## config.mk

```make
export PLATFORM = sky130hd
export DESIGN_NAME = uart_tx_scheduler
export DESIGN_NICKNAME = d
export VERILOG_FILES = /design/src/rtl/uart_tx_scheduler.sv
export SDC_FILE = /design/constraint.sdc
export NUM_CORES = 1
export LEC_CHECK = 0
export ABC_AREA = 1
export CORE_MARGIN = 2
export CORE_UTILIZATION = 47
export DETAILED_ROUTE_END_ITERATION = 7
export PLACE_DENSITY = 0.8
export SLEW_MARGIN = 20
export SYNTH_ARGS = -nofsm -noshare
export SYNTH_HDL_FRONTEND = slang
export SYNTH_SLANG_ARGS = --single-unit
```

## constraint.sdc

```tcl
create_clock -name clk_in -period 2.3 [get_ports clk_in]
set_clock_uncertainty 0.1 [all_clocks]
set_input_delay 0.23 -clock clk_in [delete_from_list [all_inputs] [get_ports clk_in]]
set_output_delay 0.23 -clock clk_in [all_outputs]
set_load 0.02 [all_outputs]
```

## src/rtl/uart_tx_scheduler.sv

```systemverilog
// Round-robin arbiter sharing one UART TX line among NUM_REQ byte sources.
// Frames are 8N1/8N2, paced by rising edges of the same-domain baud square wave.
module uart_tx_scheduler #(
    parameter int NUM_REQ      = 4,
    parameter int OVERSAMPLING = 8,
    parameter int STOP_BITS    = 1
) (
    input  logic                       clk_in,
    input  logic                       rst_in,
    input  logic                       baud_clk_in,
    input  logic [NUM_REQ-1:0]         req_valid_in,
    input  logic [8*NUM_REQ-1:0]       req_data_in,
    output logic [NUM_REQ-1:0]         req_ready_out,
    output logic                       tx_out,
    output logic                       busy_out,
    output logic [$clog2(NUM_REQ)-1:0] grant_idx_out
);
    localparam int GW = $clog2(NUM_REQ);
    localparam int TW = $clog2(OVERSAMPLING);
    localparam logic [TW-1:0] TICK_LAST = TW'(OVERSAMPLING - 1);
    localparam logic          STOP_LAST = 1'(STOP_BITS - 1);

    typedef enum logic [2:0] {
        S_IDLE,
        S_GRANT,
        S_ALIGN,
        S_START,
        S_DATA,
        S_STOP
    } state_t;

    state_t          state_q, state_d;
    logic [TW-1:0]   tick_cnt_q, tick_cnt_d;
    logic [2:0]      bit_cnt_q, bit_cnt_d;
    logic            stop_cnt_q, stop_cnt_d;
    logic [7:0]      shift_q, shift_d;
    logic [GW-1:0]   grant_q, grant_d;
    logic [GW-1:0]   last_q, last_d;
    logic            baud_prev_q;

    logic            tick;
    logic            bit_end;
    logic            rr_found;
    logic [GW-1:0]   rr_idx;
    logic [GW-1:0]   rr_cand;

    assign tick    = baud_clk_in & ~baud_prev_q;
    assign bit_end = tick && (tick_cnt_q == TICK_LAST);

    // Search upward from last_grant+1, wrapping, and keep the first hit.
    always_comb begin
        rr_found = 1'b0;
        rr_idx   = '0;
        rr_cand  = '0;
        for (int unsigned i = 0; i < NUM_REQ; i++) begin
            rr_cand = GW'((32'(last_q) + i + 32'd1) % 32'(NUM_REQ));
            if (!rr_found && req_valid_in[rr_cand]) begin
                rr_found = 1'b1;
                rr_idx   = rr_cand;
            end
        end
    end

    always_ff @(posedge clk_in or posedge rst_in) begin
        if (rst_in) begin
            state_q     <= S_IDLE;
            tick_cnt_q  <= '0;
            bit_cnt_q   <= '0;
            stop_cnt_q  <= 1'b0;
            shift_q     <= '0;
            grant_q     <= '0;
            last_q      <= GW'(NUM_REQ - 1);
            baud_prev_q <= 1'b0;
        end else begin
            state_q     <= state_d;
            tick_cnt_q  <= tick_cnt_d;
            bit_cnt_q   <= bit_cnt_d;
            stop_cnt_q  <= stop_cnt_d;
            shift_q     <= shift_d;
            grant_q     <= grant_d;
            last_q      <= last_d;
            baud_prev_q <= baud_clk_in;
        end
    end

    always_comb begin
        state_d    = state_q;
        tick_cnt_d = tick_cnt_q;
        bit_cnt_d  = bit_cnt_q;
        stop_cnt_d = stop_cnt_q;
        shift_d    = shift_q;
        grant_d    = grant_q;
        last_d     = last_q;
        case (state_q)
            S_IDLE: begin
                if (rr_found) begin
                    grant_d = rr_idx;
                    last_d  = rr_idx;
                    state_d = S_GRANT;
                end
            end
            S_GRANT: begin
                shift_d = req_data_in[{grant_q, 3'b000} +: 8];
                state_d = S_ALIGN;
            end
            S_ALIGN: begin
                if (tick) begin
                    tick_cnt_d = '0;
                    state_d    = S_START;
                end
            end
            S_START, S_DATA, S_STOP: begin
                if (tick) begin
                    tick_cnt_d = bit_end ? '0 : tick_cnt_q + 1'b1;
                end
                if (bit_end) begin
                    case (state_q)
                        S_START: begin
                            bit_cnt_d = '0;
                            state_d   = S_DATA;
                        end
                        S_DATA: begin
                            shift_d = {1'b0, shift_q[7:1]};
                            if (bit_cnt_q == 3'd7) begin
                                stop_cnt_d = 1'b0;
                                state_d    = S_STOP;
                            end else begin
                                bit_cnt_d = bit_cnt_q + 3'd1;
                            end
                        end
                        default: begin
                            if (stop_cnt_q == STOP_LAST) begin
                                state_d = S_IDLE;
                            end else begin
                                stop_cnt_d = stop_cnt_q + 1'b1;
                            end
                        end
                    endcase
                end
            end
            default: state_d = S_IDLE;
        endcase
    end

    always_comb begin
        req_ready_out = '0;
        tx_out        = 1'b1;
        busy_out      = (state_q != S_IDLE);
        grant_idx_out = grant_q;
        case (state_q)
            S_GRANT: req_ready_out[grant_q] = 1'b1;
            S_START: tx_out = 1'b0;
            S_DATA:  tx_out = shift_q[0];
            default: ;
        endcase
    end
endmodule

```

==> results.py, run 1 <==
metrics = {
    "run_status": {
        "status": "completed",
    },
    "synthesis": {
        "synth.distinct_cells": 29,
        "netlist_instances": 235,
        "ys_async_sr_fraction_pct": 100,
        "netlist_top_cells_area": "dfrtp_1 31%, nand2_1 21%, inv_1 5.0%, nand3_1 4.4%, nand2_2 3.9%",
        "yosys.cell_count.top_type": "nand2_1",
        "syn_area_um2": 1590,
        "ys.flop_type": "dfrtp_1",
        "synth_seq_area_share_pct": 34.7,
        "postSynthAreaPerCell_um2": 6.77,
        "yosysWarningCount": 0,
        "synth_top_area_cell": "dfrtp_1",
        "synth_nets": 278,
        "yosys.area.top_type_share_pct": 31.4,
        "synth-seq-cells": 22,
        "synth_commonest_cells": "89 x nand2_1, 21 x inv_1, 20 x dfrtp_1, 14 x nand3_1, 11 x a21oi_1",
        "synth_edf_count": 0,
    },
    "layout": {
        "diodes": 0,
        "fillerInstances": 306,
        "nNetsFinal": 327,
        "syn2layout_area_growth_pct": 34.0,
        "drive_gt1_share_pct": 12.0,
        "multi_input_area_um2": 913,
        "finish.utilization_pct": 64.9,
        "finalNonFillerCells": 329,
        "seq_area_um2": 553,
    },
    "floorplanning": {
        "die_x_um": 62.2,
        "ios": 47,
        "die_area_um2": 3870,
        "rows": 21,
        "die_h_um": 62.2,
        "core_area_um2": 3280,
        "start_util_pct": 48.5,
    },
    "worst_setup_path": {
        "startpoint": "state_q[0]$_DFFE_PP0P_",
        "cp_num_cells": 4,
        "required_ns": 1.97,
        "rrSetupSlack_ns": 0.51,
        "crit_path_end": "tx_out",
        "r2r_cells": 11,
        "cp_cell_sequence": "nor2_2, nand2_1, o21ai_0, clkdlybuf4s50_1",
        "crit_path_end_kind": "output port",
        "r2r-end": "grant_idx_out[1]$_DFFE_PP0P_",
        "crit_path_max_fanout": 6,
        "reg2reg_from": "last_q[0]$_DFFE_PP1P_",
        "crit_arrival_ns": 1.87,
        "startpoint_type": "flip-flop",
        "critPathKind": "reg2out",
        "slowest_delay_ns": 0.63,
        "cp_slowest_cell": "clkdlybuf4s50_1",
        "crit_family": "buffers and inverters",
        "cp.buffers_inverters": 1,
    },
    "power_and_ir_drop": {
        "p_leak_nw": 1.05,
        "ir_drop_mv": 0.741,
        "power.density_nw_per_um2": 1210,
        "power_mw": 2.58,
    },
    "clock_network": {
        "clk_latency_ns": 0.30,
        "cts.sinks": 22,
        "cts_tree": "built",
        "clkTransAtPathRegs_ns": 0.13,
        "cts_setup_buffers": 0,
        "cts-root-buf": "clkbuf_4",
        "cts_buffers": 3,
        "hold_buffers": 0,
        "clockBufferDepth": 2,
        "htree_num_levels": 1,
    },
    "global_route": {
        "antenna_found_initial": 0,
        "grt_max_degree": 23,
        "overflow": 0,
        "grt_pass1_vias": 1479,
        "grt_usage_pct": 19.6,
        "grt_first_pass_wirelength_mm": 6.32,
    },
    "drt": {
        "drt-total-wl_mm": 3.71,
        "drt-wirelength-per-cell_um": 11.3,
        "drtPass1Iterations": 4,
        "wl_met1_mm": 1.76,
        "top_layer": "met4",
        "final_antenna_net_count": 0,
        "met2_length_mm": 1.75,
        "vias": 1650,
        "initialDrtViolationCount": 110,
        "routed-wl-met3_um": 176,
        "drc": 0,
        "viasPerCell": 5.02,
    },
    "sta": {
        "post-route-min-period_ns": 2.20,
        "worst_slew_pin_slew_ns": 0.567,
        "timing.hold.ws_ns": 0.154,
        "hold_viol_final": 0,
        "period_share_pct": 95.8,
        "max_freq_mhz": 454,
        "finalSetupViolCount": 0,
        "maxSlewHeadroom_pct": 62.1,
        "final_max_slew_viol_count": 0,
    },
    "placed_design": {
        "placed_cells": 325,
        "port_buffers": 46,
        "gp_congestion": 0.826,
        "dp_hpwl_mm": 2.95,
    },
    "run": {
        "cap_violations": 0,
    },
    "hold_path": {
        "hold_path.class": "in2async",
    },
}
[timing repair]
item	in CTS	in global routing
endpoints found under the setup margin	2	2
pin swaps	0	0
gates resized for setup	2	1
[worst min path at each step]
stage / start / to / slack, ns / cells past startpoint
global placement: tick_cnt_q[1]$_DFFE_PP0P_ / tick_cnt_q[1]$_DFFE_PP0P_ / 0.36 / 2
detailed placement: tick_cnt_q[1]$_DFFE_PP0P_ / tick_cnt_q[1]$_DFFE_PP0P_ / 0.37 / 2
CTS: rst_in / baud_prev_q$_DFF_PP0_ / 0.17 / 3
global route: rst_in / tick_cnt_q[1]$_DFFE_PP0P_ / 0.18 / 3
floorplan: rst_in / baud_prev_q$_DFF_PP0_ / 0.12 / 1
finish: rst_in / tick_cnt_q[2]$_DFFE_PP0P_ / 0.15 / 3
[logic make-up after synthesis]
kind of cell	after synthesis	synth area share [%]
compound gates	37	12.7
fa+ha+maj	4	3.14
buf+inv	30	8.18
flops	22	34.7
simple gates	142	41.2
[worst reg2reg max path: stages (launching register included)]
cell,delay (ns)
dfstp_2,0.64
inv_4,0.08
nand2_1,0.06
nand2_1,0.09
nand2_1,0.10
nand2_2,0.09
nor2_4,0.15
nand3_2,0.09
nand2_2,0.12
inv_2,0.06
nand2_2,0.06
nand2_1,0.05
[power breakdown]
group / leakage (nW) / switching (mW) / internal (mW)
Combinational: 0.749 / 1.05 / 0.616
Sequential: 0.276 / 0.152 / 0.556
Clock: 0.0210 / 0.116 / 0.0964
Total: 1.05 / 1.31 / 1.27
[flip-flops by register name, indices dropped and copies added, names as in the netlist]
| signal | cells |
|---|---|
| bit_cnt_q | 3 |
| last_q | 2 |
| shift_q | 8 |
| baud_prev_q | 1 |
| state_q | 3 |
| grant_idx_out | 2 |
| tick_cnt_q | 3 |
[metal layers]
layer  GRT usage (%)  vias to the layer above
met5               0                        -
met4            4.44                        0
met3            3.44                        2
met2            31.5                       42
met1            27.8                      742
li1                -                      864
[metrics by stage]
stage | TNS, ns | cell area [um2] | setup WS (ns)
2_1_floorplan | 0 | 1590 | 0.697
3_3_place_gp | 0 | 2090 | 0.420
3_5_place_dp | 0 | 2090 | 0.327
4_1_cts | 0 | 2130 | 0.00342
5_1_grt | -0.00151 | 2130 | -0.00151
6_report | 0 | 2130 | 0.0976
[area by class of cell]
class | count | share of cell area [%]
Sequential cell | 22 | 25.9
Tap cell | 46 | 2.70
Inverter | 27 | 4.99
Multi-Input combinational cell | 183 | 42.8
Clock buffer | 4 | 1.70
Timing Repair Buffer | 47 | 21.8
[placed cells by master (no fill, tap or decap), types with 3 or more instances in the layout]
cell,n
nand2_1,89
clkdlybuf4s50_1,44
inv_1,21
dfrtp_1,20
nand3_1,13
a21oi_1,11
nand2_2,10
o21ai_1,10
o21ai_0,10
nor2_1,9
nand4_1,7
inv_2,4
nand3_2,4
ha_1,4
nor3_1,3
clkbuf_4,3
Note: power is estimated with default switching activity, not from simulation.
==> run 2, diff against run 1 <==
--- a/config.mk
+++ b/config.mk
@@ -10,6 +10,7 @@
 export CORE_UTILIZATION = 47
 export DETAILED_ROUTE_END_ITERATION = 7
 export PLACE_DENSITY = 0.8
+export SETUP_SLACK_MARGIN = 0.15
 export SLEW_MARGIN = 20
 export SYNTH_ARGS = -nofsm -noshare
 export SYNTH_HDL_FRONTEND = slang
==> results.py, run 2 (synthesized netlist as in run 1, its figures left out) <==
metrics = {
    "clock_network": {
        "cts_tree": "built",
        "cts_buffers": 3,
        "hold_buffers": 0,
        "cts.sinks": 22,
        "cts_setup_buffers": 0,
        "htree_num_levels": 1,
        "cts-root-buf": "clkbuf_4",
        "clkTransAtPathRegs_ns": 0.13,
        "clockBufferDepth": 2,
        "clk_latency_ns": 0.30,
    },
    "global_route": {
        "grt_first_pass_wirelength_mm": 6.37,
        "grt_usage_pct": 19.8,
        "grt_max_degree": 23,
        "grt_pass1_vias": 1486,
        "antenna_found_initial": 0,
        "overflow": 0,
    },
    "drt": {
        "vias": 1650,
        "viasPerCell": 5.02,
        "drc": 0,
        "final_antenna_net_count": 0,
        "initialDrtViolationCount": 110,
        "drt-wirelength-per-cell_um": 11.2,
        "drtPass1Iterations": 4,
        "drt-total-wl_mm": 3.70,
    },
    "sta": {
        "max_freq_mhz": 516,
        "worst_slew_pin_slew_ns": 0.565,
        "period_share_pct": 84.2,
        "setup_ws_ns": 0.363,
        "rsz0062_at_grt": "no",
        "final_max_slew_viol_count": 0,
        "timing.hold.ws_ns": 0.154,
        "maxSlewHeadroom_pct": 62.2,
        "post-route-min-period_ns": 1.94,
        "finalSetupViolCount": 0,
        "hold_viol_final": 0,
        "fin_tns_setup_ns": 0,
    },
    "placed_design": {
        "pre_cts_slack_ns": 0.327,
        "dp_hpwl_mm": 2.95,
        "port_buffers": 46,
        "gp_congestion": 0.826,
    },
    "layout": {
        "largest_reg_flops": 8,
        "syn2layout_area_growth_pct": 34.0,
        "final_common_cell": "nand2_1",
        "nNetsFinal": 327,
        "final_cell_mix": "89 x nand2_1, 41 x clkdlybuf4s50_1, 21 x inv_1, 20 x dfrtp_1, 13 x nand3_1",
        "fillerInstances": 307,
        "drive_gt1_share_pct": 12.0,
        "diodes": 0,
        "regMostFlops": "shift_q",
    },
    "floorplanning": {
        "die_area_um2": 3870,
        "die_x_um": 62.2,
        "ios": 47,
        "rows": 21,
        "die_h_um": 62.2,
        "core_area_um2": 3280,
        "start_util_pct": 48.5,
    },
    "worst_setup_path": {
        "cp_slowest_cell": "dfrtp_1",
        "cp_cell_sequence": "inv_1, nand3_2, nor3_1, dlygate4sd2_1",
        "crit_path_end_kind": "output port",
        "critPathKind": "reg2out",
        "crit_arrival_ns": 1.61,
        "required_ns": 1.97,
        "crit_family": "buffers and inverters",
        "startpoint_type": "flip-flop",
        "slowest_delay_ns": 0.46,
        "cp.buffers_inverters": 2,
        "crit_path_max_fanout": 7,
    },
    "run": {
        "cap_violations": 0,
    },
    "power_and_ir_drop": {
        "p_leak_nw": 1.07,
        "ir_drop_mv": 0.741,
        "power.density_nw_per_um2": 1210,
        "power_mw": 2.57,
    },
    "run_status": {
        "status": "completed",
    },
    "hold_path": {
        "hold_path.class": "in2async",
    },
}
run 2: report_power, final:
part	total [mW]	switching, mW	internal, mW
clock	0.213	0.116	0.0964
sequential	0.707	0.152	0.556
combinational	1.65	1.05	0.604
total	2.57	1.31	1.26
run 2: worst paths after layout:
| path | slack (ns) | from | to | cells past startpoint |
|---|---|---|---|---|
| max | 0.36 | state_q[1]$_DFFE_PP0P_ | req_ready_out[2] | 4 |
| min | 0.15 | rst_in | tick_cnt_q[2]$_DFFE_PP0P_ | 3 |
| max reg2reg | 0.51 | last_q[0]$_DFFE_PP1P_ | grant_idx_out[1]$_DFFE_PP0P_ | 11 |
| min reg2reg | 0.39 | tick_cnt_q[1]$_DFFE_PP0P_ | tick_cnt_q[1]$_DFFE_PP0P_ | 2 |
| max in group asynchronous | 1.67 | rst_in | last_q[1]$_DFFE_PP1P_ | 3 |
| min in group clk_in | 0.29 | baud_clk_in | baud_prev_q$_DFF_PP0_ | 1 |
run 2: area by class of cell:
class	count	area (um2)	area share, %
Multi-Input combinational cell	183	913	42.8
Sequential cell	22	553	25.9
Tap cell	46	57.6	2.70
Inverter	27	106	4.99
Clock buffer	4	36.3	1.70
Timing Repair Buffer	47	465	21.8
run 2: worst register-to-register path, stage by stage, from the launching register on:
cell and delay (ns):
dfstp_2 0.64, inv_4 0.08, nand2_1 0.06, nand2_1 0.09, nand2_1 0.10, nand2_2 0.09, nor2_4 0.15, nand3_2 0.09
nand2_2 0.12, inv_2 0.06, nand2_2 0.06, nand2_1 0.05
run 2: repair_timing:
| item | 4_1_cts | 5_1_grt |
|---|---|---|
| gates resized for setup | 5 | 1 |
| gates cloned | 0 | 0 |
| endpoints found under the setup margin | 5 | 1 |
run 2: metrics by stage:
stage / instance area (um2) / util [%] / std cells
6_report: 2130 / 64.9 / 329
5_1_grt: 2130 / 64.9 / 329
4_1_cts: 2130 / 64.8 / 329
3_5_place_dp: 2090 / 63.7 / 325
3_3_place_gp: 2090 / 63.7 / 325
2_1_floorplan: 1590 / - / 235
run 2: per-layer routing:
| layer | up-vias | track usage (%) | routed length [um] |
|---|---|---|---|
| met5 | - | 0 | 0 |
| met4 | 0 | 4.44 | 27 |
| met3 | 2 | 3.44 | 177 |
| met2 | 43 | 31.9 | 1750 |
| met1 | 741 | 27.9 | 1740 |
| li1 | 864 | - | - |
==> run 3, diff against run 2 <==
==> constraint.sdc (replaced) <==
create_clock -name clk_in -period 2 [get_ports clk_in]
set_clock_uncertainty 0.1 [all_clocks]
set_input_delay 0.2 -clock clk_in [delete_from_list [all_inputs] [get_ports clk_in]]
set_output_delay 0.2 -clock clk_in [all_outputs]
set_load 0.02 [all_outputs]
==> results.py, run 3 (synthesized netlist as in run 1, its figures left out) <==
metrics = {
    "sta": {
        "worst_slew_pin_slew_ns": 0.495,
        "final_max_slew_viol_count": 0,
        "post-route-min-period_ns": 1.81,
        "rsz0062_at_grt": "yes",
        "period_share_pct": 90.7,
        "maxSlewHeadroom_pct": 66.9,
        "max_freq_mhz": 551,
        "hold_viol_final": 0,
        "finalSetupViolCount": 0,
        "fin_tns_setup_ns": 0,
    },
    "clock_network": {
        "htree_num_levels": 1,
        "clkTransAtPathRegs_ns": 0.12,
        "cts-root-buf": "clkbuf_4",
        "clk_latency_ns": 0.31,
        "cts.sinks": 22,
        "clockBufferDepth": 2,
        "cts_tree": "built",
        "cts_buffers": 3,
    },
    "layout": {
        "largest_reg_flops": 8,
        "syn2layout_area_growth_pct": 42.5,
        "nNetsFinal": 335,
        "final_cell_mix": "82 x nand2_1, 40 x clkdlybuf4s50_1, 21 x inv_1, 17 x dfrtp_1, 13 x nand3_1",
        "diodes": 0,
        "final_common_cell": "nand2_1",
        "regMostFlops": "shift_q",
        "drive_gt1_share_pct": 19.9,
    },
    "worst_setup_path": {
        "crit_path_end_kind": "output port",
        "r2r-end": "grant_idx_out[0]$_DFFE_PP0P_",
        "r2r_cells": 11,
        "startpoint_type": "flip-flop",
        "crit_path_max_fanout": 6,
        "crit_arrival_ns": 1.51,
        "required_ns": 1.70,
        "rrSetupSlack_ns": 0.20,
        "critPathKind": "reg2out",
        "reg2reg_from": "last_q[0]$_DFFE_PP1P_",
    },
    "power_and_ir_drop": {
        "ir_drop_mv": 0.893,
        "p_int_mw": 1.58,
        "p_comb_share_pct": 67.5,
        "seqPwrFrac_pct": 25.0,
        "switchingPower_mw": 1.67,
        "p_leak_nw": 1.10,
        "power.density_nw_per_um2": 1430,
        "switching_share_pct": 51.3,
        "power_mw": 3.25,
        "p_clk_share_pct": 7.5,
    },
    "global_route": {
        "grt_usage_pct": 19.7,
        "overflow": 0,
        "grt_pass1_vias": 1497,
        "grt_first_pass_wirelength_mm": 6.24,
        "grt_max_degree": 23,
        "antenna_found_initial": 0,
    },
    "drt": {
        "drt-total-wl_mm": 3.94,
        "final_antenna_net_count": 0,
        "initialDrtViolationCount": 46,
        "drc": 0,
        "viasPerCell": 5.03,
        "drt-wirelength-per-cell_um": 11.7,
        "drtPass1Iterations": 4,
        "vias": 1696,
    },
    "placed_design": {
        "gp_congestion": 0.844,
        "port_buffers": 46,
        "dp_hpwl_mm": 2.94,
    },
    "run": {
        "cap_violations": 0,
    },
    "floorplanning": {
        "die_x_um": 62.2,
        "start_util_pct": 48.5,
        "rows": 21,
        "core_area_um2": 3280,
        "die_area_um2": 3870,
        "die_h_um": 62.2,
        "ios": 47,
    },
    "hold_path": {
        "hold_path.class": "in2async",
    },
    "run_status": {
        "status": "completed",
    },
}
-- run 3: worst max-delay path by stage --
| stage | endpoint | startpoint | depth (start not counted) | slack [ns] |
|---|---|---|---|---|
| floorplan | grant_idx_out[1]$_DFFE_PP0P_ | last_q[0]$_DFFE_PP1P_ | 12 | 0.40 |
| global placement | req_ready_out[2] | state_q[1]$_DFFE_PP0P_ | 4 | 0.22 |
| finish | req_ready_out[2] | state_q[1]$_DFFE_PP0P_ | 4 | 0.19 |
| global route | grant_idx_out[0]$_DFFE_PP0P_ | last_q[0]$_DFFE_PP1P_ | 11 | 0.08 |
| detailed placement | req_ready_out[2] | state_q[1]$_DFFE_PP0P_ | 4 | 0.14 |
| CTS | req_ready_out[2] | state_q[2]$_DFFE_PP0P_ | 4 | 0.07 |
-- run 3: what timing repair did --
item / in CTS / in global routing
setup endpoints to repair: 6 / 12
setup buffers: 0 / 4
resized for setup: 16 / 25
hold buffers: 0 / 0
pin swaps: 0 / 10
-- run 3: power groups by stage --
stage / clock network [mW] / logic, mW / registers [mW]
finish: 0.245 / 2.19 / 0.812
floorplan: 0 / 1.47 / 0.776
global placement: 0 / 1.91 / 0.813
global route: 0.265 / 2.46 / 0.832
detailed placement: 0 / 1.95 / 0.817
CTS: 0.248 / 1.94 / 0.811
-- run 3: final cells by class --
| type | count | area (um2) |
|---|---|---|
| fillers | 296 | 1020 |
| multi-input cells | 183 | 991 |
| flip-flops and latches | 22 | 557 |
| repair buffers | 55 | 519 |
| inverters | 27 | 106 |
| well taps | 46 | 57.6 |
| clock buffers | 4 | 36.3 |
-- run 3: worst max-delay path, stage by stage, from the launching register on --
cell             delay [ns]
dfrtp_2                0.48
inv_1                  0.10
nand3_2                0.14
nor3_2                 0.16
clkdlybuf4s15_1        0.32
-- run 3: per-stage QoR --
stage               hold WS (ns)  utilization, %  cell area (um2)  cells  worst slack (ns)
CTS                        0.120            65.8             2160    333            0.0741
global route               0.157            69.0             2270    337            0.0840
floorplan                 0.0877               -             1590    235             0.397
global placement           0.368            64.6             2120    329             0.217
detailed placement         0.372            64.6             2120    329             0.140
finish                     0.112            69.0             2270    337             0.186
-- run 3: routing by layer --
metal	global-route usage, %	share of wire (%)	up-vias
met5	0	0	-
met4	7.50	1.5	0
met3	3.08	4.3	6
met2	32.1	48	42
met1	26.7	47	768
li1	-	-	880
